<file path="src/rtl/fwd_hazard_ctrl_if.sv">
// Forwarding/hazard select bundle between ID/EX datapath and controller.
// master = controller (drives selects), slave = datapath.
interface fwd_hazard_ctrl_if #(
  parameter int REG_AW = 5,
  parameter int SEL_W  = 2
);
  logic              id_valid;
  logic [REG_AW-1:0] id_rs;
  logic [REG_AW-1:0] id_rt;
  logic [REG_AW-1:0] id_dest;
  logic              id_reg_write;
  logic              id_mem_read;
  logic              flush;
  logic              stall;
  logic [SEL_W-1:0]  fwd_a;
  logic [SEL_W-1:0]  fwd_b;
  logic              id_bypass_a;
  logic              id_bypass_b;

  modport master (
    input  id_valid, id_rs, id_rt, id_dest,
    input  id_reg_write, id_mem_read, flush,
    output stall, fwd_a, fwd_b,
    output id_bypass_a, id_bypass_b
  );

  modport slave (
    output id_valid, id_rs, id_rt, id_dest,
    output id_reg_write, id_mem_read, flush,
    input  stall, fwd_a, fwd_b,
    input  id_bypass_a, id_bypass_b
  );
endinterface

</file>
<file path="src/rtl/fwd_hazard_ctrl.sv">
// Forwarding select and load-use stall control for the 5-stage pipe.
// Optional WB->ID bypass enabled by defining FWD_WB_BYPASS_EN.
module fwd_hazard_ctrl #(
  parameter int REG_AW = 5,
  parameter int SEL_W  = 2
) (
  input logic             clk,
  input logic             rst,
  fwd_hazard_ctrl_if.master hz
);

  typedef struct packed {
    logic              v;
    logic              rw;
    logic              mr;
    logic [REG_AW-1:0] dest;
  } ent_t;

  localparam logic [SEL_W-1:0] SEL_RF  = SEL_W'(0);
  localparam logic [SEL_W-1:0] SEL_MEM = SEL_W'(1);
  localparam logic [SEL_W-1:0] SEL_EX  = SEL_W'(2);

  ent_t             ex_e;
  ent_t             mem_e;
  logic [SEL_W-1:0] fwd_a;
  logic [SEL_W-1:0] fwd_b;
  logic [SEL_W-1:0] nxt_a;
  logic [SEL_W-1:0] nxt_b;
  logic             stall;
  logic             issue;

  // $0 is never a forwarding source.
  function automatic logic live(ent_t e);
    return e.v & e.rw & (e.dest != '0);
  endfunction

  // ex_e is younger than mem_e, so it wins.
  function automatic logic [SEL_W-1:0] pick(
    ent_t              ex,
    ent_t              mem,
    logic [REG_AW-1:0] src
  );
    if (live(ex) && ex.dest == src)
      return SEL_EX;
    else if (live(mem) && mem.dest == src)
      return SEL_MEM;
    else
      return SEL_RF;
  endfunction

  // Load in EX feeding the ID instruction; flush overrides.
  always_comb begin
    stall = hz.id_valid & ~hz.flush & ex_e.mr & live(ex_e) &
            ((ex_e.dest == hz.id_rs) | (ex_e.dest == hz.id_rt));
    issue = hz.id_valid & ~hz.flush & ~stall;
  end

  // Selects for the ID instruction, used once it reaches EX.
  always_comb begin
    nxt_a = SEL_RF;
    nxt_b = SEL_RF;
    if (issue) begin
      nxt_a = pick(ex_e, mem_e, hz.id_rs);
      nxt_b = pick(ex_e, mem_e, hz.id_rt);
    end
  end

  // Scoreboard shift and registered selects.
  always_ff @(posedge clk or posedge rst) begin
    if (rst) begin
      ex_e  <= '0;
      mem_e <= '0;
      fwd_a <= SEL_RF;
      fwd_b <= SEL_RF;
    end else begin
      mem_e <= ex_e;
      if (issue)
        ex_e <= '{1'b1, hz.id_reg_write,
                  hz.id_mem_read, hz.id_dest};
      else
        ex_e <= '0;
      fwd_a <= nxt_a;
      fwd_b <= nxt_b;
    end
  end

  assign hz.stall = stall;
  assign hz.fwd_a = fwd_a;
  assign hz.fwd_b = fwd_b;

`ifdef FWD_WB_BYPASS_EN
  ent_t wb_e;

  // Oldest entry, about to write the register file.
  always_ff @(posedge clk or posedge rst) begin
    if (rst)
      wb_e <= '0;
    else
      wb_e <= mem_e;
  end

  // ID read mux takes WB write data on a match.
  always_comb begin
    hz.id_bypass_a = hz.id_valid & live(wb_e) &
                     (wb_e.dest == hz.id_rs);
    hz.id_bypass_b = hz.id_valid & live(wb_e) &
                     (wb_e.dest == hz.id_rt);
  end
`else
  assign hz.id_bypass_a = 1'b0;
  assign hz.id_bypass_b = 1'b0;
`endif

endmodule

</file>
<file path="src/flat_wrapper.sv">
// flat-port wrapper written by rule: the top's interface ports become plain ports
module fwd_hazard_ctrl_flat 
#(
  parameter int REG_AW = 5,
  parameter int SEL_W  = 2
)
  (clk, rst, hz_id_valid, hz_id_rs, hz_id_rt, hz_id_dest, hz_id_reg_write, hz_id_mem_read, hz_flush, hz_stall, hz_fwd_a, hz_fwd_b, hz_id_bypass_a, hz_id_bypass_b);
  fwd_hazard_ctrl_if #(.REG_AW(REG_AW), .SEL_W(SEL_W)) hz_i ();
  input logic clk;
  input logic rst;
  input wire logic [$bits(hz_i.id_valid)-1:0] hz_id_valid;
  input wire logic [$bits(hz_i.id_rs)-1:0] hz_id_rs;
  input wire logic [$bits(hz_i.id_rt)-1:0] hz_id_rt;
  input wire logic [$bits(hz_i.id_dest)-1:0] hz_id_dest;
  input wire logic [$bits(hz_i.id_reg_write)-1:0] hz_id_reg_write;
  input wire logic [$bits(hz_i.id_mem_read)-1:0] hz_id_mem_read;
  input wire logic [$bits(hz_i.flush)-1:0] hz_flush;
  output wire logic [$bits(hz_i.stall)-1:0] hz_stall;
  output wire logic [$bits(hz_i.fwd_a)-1:0] hz_fwd_a;
  output wire logic [$bits(hz_i.fwd_b)-1:0] hz_fwd_b;
  output wire logic [$bits(hz_i.id_bypass_a)-1:0] hz_id_bypass_a;
  output wire logic [$bits(hz_i.id_bypass_b)-1:0] hz_id_bypass_b;
  assign hz_i.id_valid = hz_id_valid;
  assign hz_i.id_rs = hz_id_rs;
  assign hz_i.id_rt = hz_id_rt;
  assign hz_i.id_dest = hz_id_dest;
  assign hz_i.id_reg_write = hz_id_reg_write;
  assign hz_i.id_mem_read = hz_id_mem_read;
  assign hz_i.flush = hz_flush;
  assign hz_stall = hz_i.stall;
  assign hz_fwd_a = hz_i.fwd_a;
  assign hz_fwd_b = hz_i.fwd_b;
  assign hz_id_bypass_a = hz_i.id_bypass_a;
  assign hz_id_bypass_b = hz_i.id_bypass_b;
  fwd_hazard_ctrl #(.REG_AW(REG_AW), .SEL_W(SEL_W)) u_core (.clk(clk), .rst(rst), .hz(hz_i));
endmodule
</file>
<file path="config.mk">
export PLATFORM = sky130hd
export DESIGN_NAME = fwd_hazard_ctrl_flat
export DESIGN_NICKNAME = d
export VERILOG_FILES = /design/src/rtl/fwd_hazard_ctrl_if.sv /design/src/rtl/fwd_hazard_ctrl.sv /design/src/flat_wrapper.sv
export SDC_FILE = /design/constraint.sdc
export NUM_CORES = 1
export LEC_CHECK = 0
export CORE_MARGIN = 2
export CORE_UTILIZATION = 40
export CTS_BUF_LIST = sky130_fd_sc_hd__clkbuf_8 sky130_fd_sc_hd__clkbuf_16
export CTS_CLUSTER_SIZE = 30
export DETAILED_ROUTE_END_ITERATION = 12
export PLACE_DENSITY = 0.7
export SLEW_MARGIN = 20
export SYNTH_ARGS = -nofsm -noshare
export SYNTH_HDL_FRONTEND = slang
export SYNTH_SLANG_ARGS = --single-unit
</file>
<file path="constraint.sdc">
create_clock -name clk -period 2.3 [get_ports clk]
set_clock_uncertainty 0.05 [all_clocks]
set_input_delay 0.46 -clock clk [delete_from_list [all_inputs] [get_ports clk]]
set_output_delay 0.46 -clock clk [all_outputs]
set_load 0.02 [all_outputs]
</file>
---- Word level (Yosys, flattened, before mapping) ----
Cells that the tools add are included.
W data, S select, Z words.
operators by class
  mux-type cells .......................... 7
  bitwise gates (word level) .............. 12
  reduce and logical (&&, ||, !) cells .... 6
  eq/ne operators ......................... 4
operator list
  kind                 number
  $eq A5 B5 Y1         4
  $reduce_bool A5 Y1   2
  $and A1 B1 Y1        9
  $mux W2              4
  $mux W8              1
  $logic_and A1 B1 Y1  4
  $mux W1              2
  $not A1 Y1           2
  $or A1 B1 Y1         1
storage, ports and cells
  output and inout bits ................... 7
  word-level logic and storage cells ...... 38
  bits of input ports ..................... 21
  bits in registers ....................... 19

---- Logic depth before layout (Yosys ltp) ----
  depth after elaboration ................. 8
  mapped depth ............................ 6
  gate-level depth less buffers ........... 5

---- Worst setup path after synthesis ----
OpenSTA, ideal clock, no wires.
  kind .................................... reg-to-output
  start point ............................. reg u_core.ex_e[0] in the netlist's numbering
  end point ............................... out hz_stall
  path buffers ............................ 1
  required time ........................... 1.790 ns
  arrival time ............................ 1.515 ns
  cell stages (with the launch flop) ...... 6
  path slack .............................. 0.275 ns
  path through ............................ dfrtp_1 -> or3_1 -> o311a_1 -> o211a_1 -> buf_6 -> and2_4
on the way
  longest elaborated chain between the ends .. 4
  elaborated cells on any way between the ends .. 7
  those cells by class .................... eq/ne: 2; bitwise: 4; reduce/logical: 1
RTL lines
  what                    line                   text
  from (decl)             fwd_hazard_ctrl.sv:23  ent_t ex_e;
  from (signal assigned)  fwd_hazard_ctrl.sv:78  ex_e <= '{1'b1, hz.id_reg_write,
  $reduce_bool A5 Y1      fwd_hazard_ctrl.sv:34  return e.v & e.rw & (e.dest != '0);
  $and A1 B1 Y1           fwd_hazard_ctrl.sv:34
  $and A1 B1 Y1           fwd_hazard_ctrl.sv:53  stall = hz.id_valid & ~hz.flush & ex_e.mr & live(ex_e) &
  $and A1 B1 Y1 (*)       fwd_hazard_ctrl.sv:53
  to (decl)               flat_wrapper.sv:18     output wire logic [$bits(hz_i.stall)-1:0] hz_stall;
Every way passes the cells marked *; elsewhere a longest branch is shown, timed or not.

---- Worst setup path in the final report ----
Same ends and word-level chain as after synthesis.

==> results.py <==
metrics = {
    "synthesis": {
        "ys_seq_area_share_pct": 52.8,
        "ys_ff_latch": 19,
        "yosys_warnings": 0,
        "synth.avg_cell_area_um2": 10.9,
        "synthCells": 83,
        "ys_types": 24,
        "synth.cell_area_um2": 901,
    },
    "critical_path": {
        "cp.arrival_ns": 1.79,
        "crit_start": "u_core.ex_e[0]",
        "critPathMaxFanout": 2,
        "crit_required_ns": 1.79,
        "critPathLaunchType": "register",
        "timing.rr.end": "u_core.hz.fwd_b[1]",
        "crit_type": "reg -> out",
        "cp-end-kind": "primary output",
        "reg2reg_depth": 5,
        "r2r_start": "u_core.ex_e[0]",
        "timing.reg2reg.setup_slack_ns": 0.59,
        "cp-endpoint": "hz_stall",
    },
    "drt": {
        "top_layer": "met4",
        "first_pass_iters": 4,
        "wire_per_inst_um": 13.0,
        "drtIter0Drc": 6,
        "met3_length_um": 91,
        "wl_met2_um": 1150,
        "routed_wl_um": 2080,
        "vias": 752,
        "drcViolationCount": 0,
        "vias_per_cell": 4.70,
        "met1_length_um": 782,
        "postRouteAntennaNets": 0,
    },
    "cts": {
        "cts-root-buf": "clkbuf_8",
        "htreeDepth": 1,
        "clkTransAtPathRegs_ns": 0.07,
        "cts_tree": "yes",
        "ctsHoldBuffers": 0,
        "cts_sinks": 19,
        "cts_buffers": 3,
        "cts_buffer_depth": 2,
        "clock_latency_ns": 0.25,
    },
    "timing": {
        "setup_ws_ns": -0.00152,
        "fin_crit_ns": 2.30,
        "final_max_slew_viol_count": 0,
        "fin_crit_sh_pct": 100,
        "finalSetupViolCount": 1,
        "final_hold_viol_count": 0,
        "max_slew_margin_pct": 55.1,
        "rsz0062_at_grt": "yes",
        "worstMarginPinSlew_ns": 0.672,
        "fin_tns_setup_ns": -0.00152,
        "holdWs_ns": 0.338,
        "fmax_ghz": 0.434,
    },
    "min_path": {
        "whs_path_depth": 0,
        "worstHoldPathType": "reg -> reg",
    },
    "pwr": {
        "leakage_nw": 0.715,
        "power_density_nw_per_um2": 498,
        "ir_drop_uv": 388,
        "power_mw": 0.696,
    },
    "layout": {
        "diodes": 0,
        "area_growth_pct": 55.1,
        "fill_cells": 207,
        "layout_common_cells": "buf_4, dfrtp_1, clkdlybuf4s50_1",
        "design_area_um2": 1400,
        "layout_commonest_cell": "buf_4",
        "drive_gt1_share_pct": 25.8,
        "nets": 154,
    },
    "die": {
        "die_area_um2": 2650,
        "coreArea_um2": 2170,
        "start_util_pct": 41.5,
        "die_w_um": 51.5,
        "die-height_um": 51.5,
        "pin_count": 28,
        "fp-row-count": 17,
    },
    "grt": {
        "grt_pass1_wl_um": 3350,
        "antenna_found_initial": 0,
        "grtUsageTotal_pct": 17.6,
        "grt_pass1_vias": 837,
        "grt_start_max_net_pins": 20,
        "grt-ovfl-total": 0,
    },
    "place": {
        "dpl.hpwl_um": 1660,
        "dpl_cell_area_um2": 1310,
        "gp_congestion": 0.776,
        "io_buffers": 25,
        "dp_slack_ns": -0.675,
    },
    "run_status": {
        "violations": "setup timing",
        "outcome": "complete, but fails checks",
    },
    "job": {
        "drv_cap": 0,
    },
}
## layout make-up
cell class | instances | area [µm²] | share of cell area (%)
clock buffers | 3 | 41.3 | 2.95
well taps | 28 | 35.0 | 2.51
clock inverters | 1 | 5.00 | 0.358
multi-input cells | 60 | 422 | 30.2
inverters | 1 | 3.75 | 0.269
repair buffers | 48 | 415 | 29.7
flip-flops and latches | 19 | 475 | 34.0
## registers in the layout (all words and copies together) (netlist names)
signal and cells:
u_core.mem_e 7, u_core.ex_e 8, u_core.hz.fwd_a 2, u_core.hz.fwd_b 2
## synth_stat cells (all sizes together)
| cell | instances | area (µm²) |
|---|---|---|
| a21o | 2 | 15.0 |
| a21oi | 2 | 10.0 |
| and2 | 3 | 21.3 |
| buf | 4 | 33.8 |
| conb | 1 | 3.75 |
| dfrtp | 19 | 475 |
| inv | 1 | 3.75 |
| nand2 | 7 | 26.3 |
| nand2b | 1 | 6.26 |
| nand3 | 4 | 20.0 |
| nor2 | 8 | 30.0 |
| nor2b | 1 | 6.26 |
| nor3 | 2 | 10.0 |
| nor3b | 1 | 7.51 |
| nor4 | 1 | 6.26 |
| o2111ai | 1 | 8.76 |
| o211a | 1 | 10.0 |
| o311a | 1 | 10.0 |
| or3 | 1 | 6.26 |
| or4 | 2 | 15.0 |
| xnor2 | 11 | 96.3 |
| xor2 | 9 | 78.8 |
## kinds of logic after synthesis
group | count (synthesis) | synth area share [%]
flip-flops | 19 | 52.8
AO/OA/AOI/OAI | 7 | 5.97
buffers and inverters | 5 | 4.17
other | 1 | 0.416
XOR/XNOR | 20 | 19.4
AND/OR/NAND/NOR | 31 | 17.2
## worst min path at each step
stage,start,end
2_1_floorplan,u_core.ex_e[6],u_core.mem_e[6]
3_3_place_gp,u_core.ex_e[7],u_core.mem_e[7]
3_5_place_dp,u_core.ex_e[7],u_core.mem_e[7]
4_1_cts,u_core.ex_e[7],u_core.mem_e[7]
5_1_grt,u_core.ex_e[7],u_core.mem_e[7]
6_report,u_core.ex_e[7],u_core.mem_e[7]
## repair_timing
| action | CTS | global route |
|---|---|---|
| pin swaps | 8 | 5 |
| endpoints found under the setup margin | 1 | 1 |
| gates resized for setup | 18 | 4 |
| hold endpoints to repair | 0 | 0 |
| setup buffers | 3 | 0 |
| cloned | 0 | 0 |
## critical path, stage by stage, from the launching register on
cell	delay, ns
dfrtp_1	0.40
or3_1	0.37
o311a_1	0.33
o211a_1	0.16
and2_4	0.16
buf_6	0.12
## metrics by stage
stage | util (%) | std cells
5_1_grt | 64.4 | 160
3_3_place_gp | 60.2 | 153
2_1_floorplan | - | 84
6_report | 64.4 | 160
4_1_cts | 63.3 | 160
3_5_place_dp | 60.2 | 153
## where the power goes
part / internal (mW) / total (mW) / switching (mW)
combinational: 0.0681 / 0.116 / 0.0482
sequential: 0.345 / 0.355 / 0.0104
clock: 0.120 / 0.225 / 0.104
total: 0.533 / 0.696 / 0.163
## routing by layer
layer	track usage, %	up-vias
li1	-	365
met1	17.4	354
met2	36.1	26
met3	0.877	7
met4	8.33	0
met5	0	-
Power figures use the tool's default switching activity.
